`config.mk`:
```
export PLATFORM = sky130hd
export DESIGN_NAME = srcx1_grp_pack
export DESIGN_NICKNAME = d
export VERILOG_FILES = /design/src/rtl/srcx1_grp_pack.sv
export SDC_FILE = /design/constraint.sdc
export NUM_CORES = 2
export LEC_CHECK = 0
export ABC_AREA = 1
export BUFFER_PORTS_ARGS = -buffer_cell sky130_fd_sc_hd__buf_2
export CORE_MARGIN = 8
export CORE_UTILIZATION = 35
export CTS_BUF_LIST = sky130_fd_sc_hd__clkbuf_4
export CTS_CLUSTER_DIAMETER = 60
export DETAILED_ROUTE_END_ITERATION = 12
export PLACE_DENSITY = 0.58
export SYNTH_ARGS = -nofsm -noshare
export SYNTH_HDL_FRONTEND = slang
export SYNTH_SLANG_ARGS = --single-unit
```
`constraint.sdc`:
```
create_clock -name clk -period 4.2 [get_ports clk]
set_input_delay 0.42 -clock clk [delete_from_list [all_inputs] [get_ports clk]]
set_output_delay 0.42 -clock clk [all_outputs]
set_load 0.02 [all_outputs]
```
`src/rtl/srcx1_grp_pack.sv`:
```
// Packs GRP_N consecutive IQ samples into one wide word behind a first-word-fall-through
// FIFO, checking frame-head period and group alignment along the way.
module srcx1_grp_pack #(
    parameter int unsigned GRP_N      = 4,
    parameter int unsigned FRM_LEN    = 4915200,
    parameter int unsigned FIFO_DEPTH = 8
) (
    input  logic                  clk,
    input  logic                  asy_rst,
    input  logic                  i_en,
    input  logic                  i_fram_hd,
    input  logic                  i_ant8_sel,
    input  logic [31:0]           i_data_iq,
    input  logic                  i_grp_rdy,
    output logic                  o_grp_vld,
    output logic [32*GRP_N-1:0]   o_grp_data,
    output logic                  o_grp_first,
    input  logic                  i_err_clr,
    output logic                  o_err_align,
    output logic                  o_err_frm,
    output logic                  o_err_ovf,
    output logic [15:0]           o_frm_cnt,
    output logic [31:0]           o_grp_cnt
);
    localparam int unsigned DW = 32;
    localparam int unsigned WW = DW * GRP_N;
    localparam int unsigned LW = (GRP_N > 1) ? $clog2(GRP_N) : 1;
    localparam int unsigned PW = $clog2(FIFO_DEPTH);
    localparam int unsigned CW = PW + 1;
    localparam int unsigned TW = $clog2(FRM_LEN + 1);

    localparam logic [1:0] ST_IDLE    = 2'd0;
    localparam logic [1:0] ST_ALIGN   = 2'd1;
    localparam logic [1:0] ST_COLLECT = 2'd2;

    logic [1:0]    state_q,     state_d;
    logic [LW-1:0] lane_q,      lane_d;
    logic [WW-1:0] word_q,      word_d;
    logic          first_q,     first_d;
    logic [TW-1:0] timer_q,     timer_d;
    logic          armed_q,     armed_d;
    logic          err_align_q, err_align_d;
    logic          err_frm_q,   err_frm_d;
    logic          err_ovf_q,   err_ovf_d;
    logic [15:0]   frm_cnt_q,   frm_cnt_d;
    logic [31:0]   grp_cnt_q,   grp_cnt_d;
    logic [PW-1:0] wr_ptr_q,    wr_ptr_d;
    logic [PW-1:0] rd_ptr_q,    rd_ptr_d;
    logic [CW-1:0] cnt_q,       cnt_d;
    logic          vld_q,       vld_d;
    logic [WW:0]   mem_q [FIFO_DEPTH];

    logic          push_c, done_c, pop_c, full_c, wr_en_c;
    logic          set_align_c, set_frm_c, set_ovf_c;
    logic [WW:0]   push_word_c;

    // Group assembly FSM, frame timer, FIFO bookkeeping and sticky errors
    always_comb begin
        state_d     = state_q;
        lane_d      = lane_q;
        word_d      = word_q;
        first_d     = first_q;
        timer_d     = timer_q;
        armed_d     = armed_q;
        push_c      = 1'b0;
        done_c      = 1'b0;
        set_align_c = 1'b0;
        set_frm_c   = 1'b0;
        push_word_c = {first_q, word_q};
        push_word_c[(GRP_N-1)*DW +: DW] = i_data_iq;

        if (!i_en) begin
            state_d = ST_IDLE;
            lane_d  = '0;
            timer_d = '0;
            armed_d = 1'b0;
        end else begin
            if (i_fram_hd) begin
                timer_d   = '0;
                armed_d   = 1'b1;
                set_frm_c = armed_q && (timer_q != TW'(FRM_LEN - 1));
            end else if (timer_q != TW'(FRM_LEN)) begin
                timer_d = timer_q + TW'(1);
            end

            case (state_q)
                ST_IDLE: begin
                    if (i_fram_hd) begin
                        state_d = ST_ALIGN;
                        first_d = 1'b1;
                    end
                end
                ST_ALIGN, ST_COLLECT: begin
                    done_c = (state_q == ST_COLLECT) && (lane_q == LW'(GRP_N - 1))
                             && (!i_ant8_sel || i_fram_hd);
                    if (done_c) begin
                        push_c  = 1'b1;
                        first_d = 1'b0;
                        state_d = ST_ALIGN;
                        lane_d  = '0;
                    end
                    if (i_fram_hd) begin
                        first_d = 1'b1;
                        state_d = ST_ALIGN;
                        lane_d  = '0;
                    end
                    if (i_ant8_sel) begin
                        // a head in the same cycle legitimately realigns the group
                        set_align_c = (state_q == ST_COLLECT) && !i_fram_hd;
                        word_d[DW-1:0] = i_data_iq;
                        lane_d  = LW'(1);
                        state_d = ST_COLLECT;
                    end else if (!done_c && !i_fram_hd && state_q == ST_COLLECT) begin
                        for (int k = 0; k < int'(GRP_N); k++) begin
                            if (lane_q == LW'(k)) word_d[k*DW +: DW] = i_data_iq;
                        end
                        lane_d = lane_q + LW'(1);
                    end
                end
                default: state_d = ST_IDLE;
            endcase
        end

        pop_c     = vld_q && i_grp_rdy;
        full_c    = (cnt_q == CW'(FIFO_DEPTH));
        wr_en_c   = push_c && (!full_c || pop_c);
        set_ovf_c = push_c && full_c && !pop_c;
        wr_ptr_d  = wr_ptr_q + PW'(wr_en_c);
        rd_ptr_d  = rd_ptr_q + PW'(pop_c);
        cnt_d     = cnt_q + CW'(wr_en_c) - CW'(pop_c);
        vld_d     = (cnt_d != '0);

        frm_cnt_d   = frm_cnt_q + 16'(i_en && i_fram_hd);
        grp_cnt_d   = grp_cnt_q + 32'(wr_en_c);
        err_align_d = (err_align_q && !i_err_clr) || set_align_c;
        err_frm_d   = (err_frm_q   && !i_err_clr) || set_frm_c;
        err_ovf_d   = (err_ovf_q   && !i_err_clr) || set_ovf_c;
    end

    always_ff @(posedge clk or negedge asy_rst) begin
        if (!asy_rst) begin
            state_q     <= ST_IDLE;
            lane_q      <= '0;
            word_q      <= '0;
            first_q     <= 1'b0;
            timer_q     <= '0;
            armed_q     <= 1'b0;
            err_align_q <= 1'b0;
            err_frm_q   <= 1'b0;
            err_ovf_q   <= 1'b0;
            frm_cnt_q   <= '0;
            grp_cnt_q   <= '0;
            wr_ptr_q    <= '0;
            rd_ptr_q    <= '0;
            cnt_q       <= '0;
            vld_q       <= 1'b0;
        end else begin
            state_q     <= state_d;
            lane_q      <= lane_d;
            word_q      <= word_d;
            first_q     <= first_d;
            timer_q     <= timer_d;
            armed_q     <= armed_d;
            err_align_q <= err_align_d;
            err_frm_q   <= err_frm_d;
            err_ovf_q   <= err_ovf_d;
            frm_cnt_q   <= frm_cnt_d;
            grp_cnt_q   <= grp_cnt_d;
            wr_ptr_q    <= wr_ptr_d;
            rd_ptr_q    <= rd_ptr_d;
            cnt_q       <= cnt_d;
            vld_q       <= vld_d;
        end
    end

    // Storage is reset so the head entry reads as zero out of reset
    always_ff @(posedge clk or negedge asy_rst) begin
        if (!asy_rst) begin
            for (int i = 0; i < int'(FIFO_DEPTH); i++) mem_q[i] <= '0;
        end else if (wr_en_c) begin
            mem_q[wr_ptr_q] <= push_word_c;
        end
    end

    assign o_grp_vld   = vld_q;
    assign o_grp_data  = mem_q[rd_ptr_q][WW-1:0];
    assign o_grp_first = mem_q[rd_ptr_q][WW];
    assign o_err_align = err_align_q;
    assign o_err_frm   = err_frm_q;
    assign o_err_ovf   = err_ovf_q;
    assign o_frm_cnt   = frm_cnt_q;
    assign o_grp_cnt   = grp_cnt_q;

endmodule

```
**Yosys cells after proc, flatten, opt, wreduce, memory -nomap -nowiden**

Index checks and enable logic that the tools add are counted.

- Output and inout bits: 181
- Flip-flop bits (word level): 1219

- Add/sub/neg operators: 8
- Bitwise logic cells: 3
- Equal/unequal tests: 16
- $lt $le $gt $ge: 3
- Multiplexer cells: 37
- Reductions and logical operators: 39

Operators with widths:

| kind | number |
|---|---|
| 1032-bit bitwise mux | 1 |
| 129-bit binary-select mux with 3-bit select | 1 |
| 129-bit demux with 3-bit select | 1 |
| 129-bit 2-to-1 mux | 3 |
| 32-bit 2-to-1 mux | 3 |
| 23-bit 2-to-1 mux | 3 |
| 23-bit != test (second input constant) | 2 |
| 32-bit by 1-bit adder with 32-bit output | 1 |
| 23-bit by 1-bit adder with 23-bit output (second input constant) | 1 |
| 2-bit 2-to-1 mux | 11 |
| 16-bit by 1-bit adder with 16-bit output | 1 |
| 1-bit logical AND | 15 |
| 1-bit 2-to-1 mux | 12 |
| 5-bit AND reduction | 2 |
| 4-bit greater-or-equal comparator (second input constant) | 2 |
| 3-bit inverter with 4-bit output | 2 |
| 4-bit AND reduction | 2 |
| 3-bit by 1-bit adder with 3-bit output | 2 |
| 2-bit equality test (second input constant) | 3 |
| 1-bit logical NOT | 6 |
| 3-bit != test (second input constant) | 2 |
| 2-bit nonzero test | 3 |
| 1-bit logical OR | 5 |
| 5-bit by 1-bit != test with 1-bit output (second input constant) | 1 |
| other kinds (17) | 21 |

**Longest topological paths before layout**

- Depth after elaboration: 10
- Mapped depth: 17
- Gate-level depth less buffers: 17

**Worst setup path before layout**

Ideal clock, no wire load.

- Kind: register to register
- Start point: register state_q[1]
- End point: register grp_cnt_q[30], in the netlist o_grp_cnt[30]
- Required time: 4083 ps
- Buffers on the path: 0
- Stages on the path, launching flop included: 16
- Arrival time: 2403 ps
- Path slack: 1679 ps
- Cell sequence: dfrtp_1 -> inv_1 -> ha_1 -> nand2_2 -> nor2_4 -> nand2_4 -> clkinv_4 -> ha_1 -> ha_1 -> nand3_1 -> nor2_1 -> nand2_1 -> nor3_2 -> nand2_1 -> nand2_1 -> nand2_1

- Longest elaborated chain between the ends: 8

Ends and longest elaborated chain:

| element | RTL line | text |
|---|---|---|
| start, declared | 36 | `logic [1:0] state_q, state_d;` |
| start signal, assigned | 158 | `state_q <= state_d;` |
| 2-bit equality test | 86, 94 |  |
| 1-bit logical AND | 94 | `done_c = (state_q == ST_COLLECT) && (lane_q == LW'(GRP_N - 1))` |
| 1-bit logical AND | 95 | `&& (!i_ant8_sel \|\| i_fram_hd);` |
| 1-bit 2-to-1 mux | 96 | `if (done_c) begin` |
| 1-bit 2-to-1 mux * | 86 | `case (state_q)` |
| 1-bit 2-to-1 mux * | 72 | `if (!i_en) begin` |
| 1-bit logical AND * | 126 | `wr_en_c = push_c && (!full_c \|\| pop_c);` |
| 32-bit by 1-bit adder with 32-bit output * | 134 | `grp_cnt_d = grp_cnt_q + 32'(wr_en_c);` |
| named net grp_cnt_d[30] | 46 | `logic [31:0] grp_cnt_q, grp_cnt_d;` |
| end signal, assigned | 168 | `grp_cnt_q <= grp_cnt_d;` |
| end, declared | 46 |  |

The timed path passes the listed nets; every way through them passes the cells marked *.
A chain may end at the register's enable or synchronous reset.

**Final worst setup path**

- Start point: register rd_ptr_q[0]
- End point: output port o_grp_data[6]

- Longest elaborated chain between the ends: 4

Ends and longest elaborated chain:

| element | RTL line | text |
|---|---|---|
| start, declared | 48 | `logic [PW-1:0] rd_ptr_q, rd_ptr_d;` |
| start signal, assigned | 170 | `rd_ptr_q <= rd_ptr_d;` |
| 3-bit inverter with 4-bit output (not written as such) | 186 | `assign o_grp_data = mem_q[rd_ptr_q][WW-1:0];` |
| 129-bit binary-select mux with 3-bit select | 186 |  |
| 129-bit 2-to-1 mux (2 in a row) | -- |  |
| end, declared | 16 | `output logic [32*GRP_N-1:0] o_grp_data,` |

Every way passes these cells. The select of a mux whose other input is x is not followed.

==> metrics.csv <==
metric;value;unit
Max FO, Critical Path;64;
antenna-violating nets left;0;
Multi-input gate area;0.0210;sq mm
initial antenna violation count;19;
most frequent cells in the layout;1,714 x nand2_1, 1,216 x dfrtp_1, 940 x o21ai_0;
Worst slew margin;17.5;%
CTS tree;yes;
Pre-Repair DR Iteration Count;8;
P_leak;0.0293;uW
drt via density;5.11;
synthesis-stage register bit count;1219;
largest net degree at the start of global routing;191;
adder-cell share of the synthesized area;0.540;%
max-cap viol count;0;
placement row count;145;
Syn Inst Count;6008;
post-synthesis simple-gate area fraction;15.6;%
Die Footprint;0.169;sq mm
I/O pin count;220;
Sum Neg Setup Slack;0;ns
global-route wire length before repair;257000;um
routability congestion estimate;0.830;
clk_skew;0.105;ns
kind of critical path;reg2out;
register area share after synthesis;55.7;%
CP Cell Sequence;buf_4 > clkinv_16 > buf_4 > nor2_1 > o22ai_1 > nand2_1 > nand2_1 > buf_2;
H-tree levels;5;
net count after synthesis;6070;
RSZ-0062 raised after global routing;no;
CTS Root Cell;clkbuf_4;
CP Launch Type;flop;
post-synthesis mux area share;4.72;%
Initial Util;35.1;%
routed length per placed instance;19.3;um
later-pin clock latency in the skew report;1.30;ns
Overall Global Routing Usage;19.2;%
vias in the first global route;43700;
Critical Path AT;3.53;ns
DP Wirelength;94900;um
Final Cycle Share;94.1;%
grt ovf;0;
pwr dens;533;mW/mm^2
Core ar.;0.156;sq mm
Starting DRT DRC Count;3345;
xor/xnor cell area share of the yosys netlist;0.576;%
# port buffers;219;
number of clock sinks;1219;
CP max stage delay;0.56;ns
Post-Syn Area per Cell;9.11;sq um
Final Setup Violations;0;
Hold Crit Class;in2reg;
run status;completed;
maximum clock insertion buffer count;4;
Fillers;15700;
Bufs and invs on worst path;4;
peak supply drop;0.584;mV
Worst Max-Slew Pin Slew;1.23;ns
via count;44200;
# DRC;0;
Die Wd;411;um
Area Growth Syn to Fin;14.0;%
Core Util, Final;40.0;%
critical path's top delay family;buffers and inverters;
clk slew on worst S/H paths;0.06;ns
layout cell share with drive strength beyond 1;15.7;%
Die Y;411;um
Final Max Slew Viols;0;
Synth Cell Area;0.0547;sq mm
CP endpoint kind;output pin;
cts bufs inserted;352;
min Tclk post-route;3.95;ns
total number of yosys warnings;0;
final wirelength;167000;um
Yosys cell types;39;
Critical Path Slowest Stage Cell;dfrtp_4;
Compound-Gate Fraction of Synth Area;16.7;%
endpoints failing hold;0;
FMAX;253;MHz
largest family of logic cells by synthesized area;compound AO/OA/AOI/OAI gates;
WP data required;3.78;ns
Reg area;0.0305;sq mm
Layout Nets;6398;
leading cell type in the layout, fill and taps excluded;nand2_1;
kinds of logic after synthesis:
group,after synthesis
xor gates and xnor gates,36
and+or+nand+nor,2192
adders and majority gates,23
buffers and inverters,634
muxes,258
DFF,1219
AOI/OAI and AO/OA,1646
registers in the layout, indices dropped and copies added, names as in the netlist:
signal and cells:
o_frm_cnt 16, o_err_ovf 1, timer_q 23, o_grp_cnt 32, wr_ptr_q 3, lane_q 2, first_q 1, o_err_frm 1
word_q 96, cnt_q 4, armed_q 1, mem_q 1032, rd_ptr_q 3, o_err_align 1, state_q 2, o_grp_vld 1
cell usage after synthesis (all sizes together):
master  instances  area, sq um
xor2           28          245
nand3b          7         52.6
fa              1         20.0
nor4            1         6.26
xnor2           8         70.1
dfrtp        1219        30500
a21boi          1         7.51
ha             22          275
nor3           22          115
o21ai        1367         7420
nand2        1724         6520
nand4          15          124
o21a            1         7.51
and3            1         6.26
mux2i         258         2580
a211oi          2         15.0
nor2          351         1340
nand3          69          375
or2             2         12.5
inv           215          807
o22ai         260         1630
clkbuf        157          589
o32ai           1         8.76
buf           261         1910
clkinv          1         8.76
a21oi          14         70.1
power breakdown:
part | total (uW) | leakage (uW) | switching, uW | internal (uW)
registers | 12300 | 0.0169 | 288 | 12000
clock network | 10900 | 0.00261 | 5050 | 5900
logic | 10000 | 0.00979 | 7130 | 2920
tightest hold or removal path, delay by kind of cell:
| family | cells | cell delay (ns) |
|---|---|---|
| buffers and inverters | 3 | 0.82 |
| AND/OR/NAND/NOR | 3 | 0.22 |
path summary, 6_finish.rpt:
path | start | slack [ns] | end | cells past startpoint
setup / recovery | rd_ptr_q[0] | 0.25 | o_grp_data[6] | 8
hold / removal | i_ant8_sel | 0.21 | lane_q[0] | 6
setup reg to reg | state_q[0] | 0.72 | word_q[4] | 10
hold reg to reg | mem_q[212] | 0.47 | mem_q[212] | 2
max in group asynchronous | asy_rst | 2.88 | rd_ptr_q[0] | 4
min in group asynchronous | asy_rst | 0.36 | o_frm_cnt[15] | 4
per-layer routing:
metal	routed length [um]	vias up	track usage [%]	part of all wire, %
met1	73900	21500	25.7	44
met5	41	-	0	0.025
met4	4670	6	6.24	2.8
met2	75900	1441	30.4	46
li1	-	21000	-	-
met3	12100	287	4.90	7.3
metrics by stage:
step                power (uW)  setup WS (ns)  std cells  cell area, sq um  hold slack (ns)
floorplan                18500           1.68       6008             54700            0.124
global placement         22200           1.21       7946             57000            0.368
detailed placement       22200           1.17       7946             57000            0.364
CTS                      33500         0.0215       8629             62200           0.0177
global route             35100         0.0257       8646             62400            0.123
finish                   33300          0.248       8651             62400            0.209
layout make-up:
| class | instances | area share, % |
|---|---|---|
| flip-flops and latches | 1219 | 48.9 |
| multi-input cells | 4155 | 33.6 |
| clock buffers | 531 | 6.39 |
| well taps | 2058 | 4.13 |
| inverters | 216 | 1.36 |
| clock inverters | 69 | 0.552 |
| repair buffers | 392 | 5.01 |
| diodes | 11 | 0.0441 |
what timing repair did:
item	4_1_cts	5_1_grt
pin swaps	0	0
cloned	0	2
hold buffers	83	0
setup endpoints to repair	13	13
hold endpoints to repair	1626	0
buffers inserted	0	9
gates resized for setup	5	3
Power figures use the tool's default switching activity.
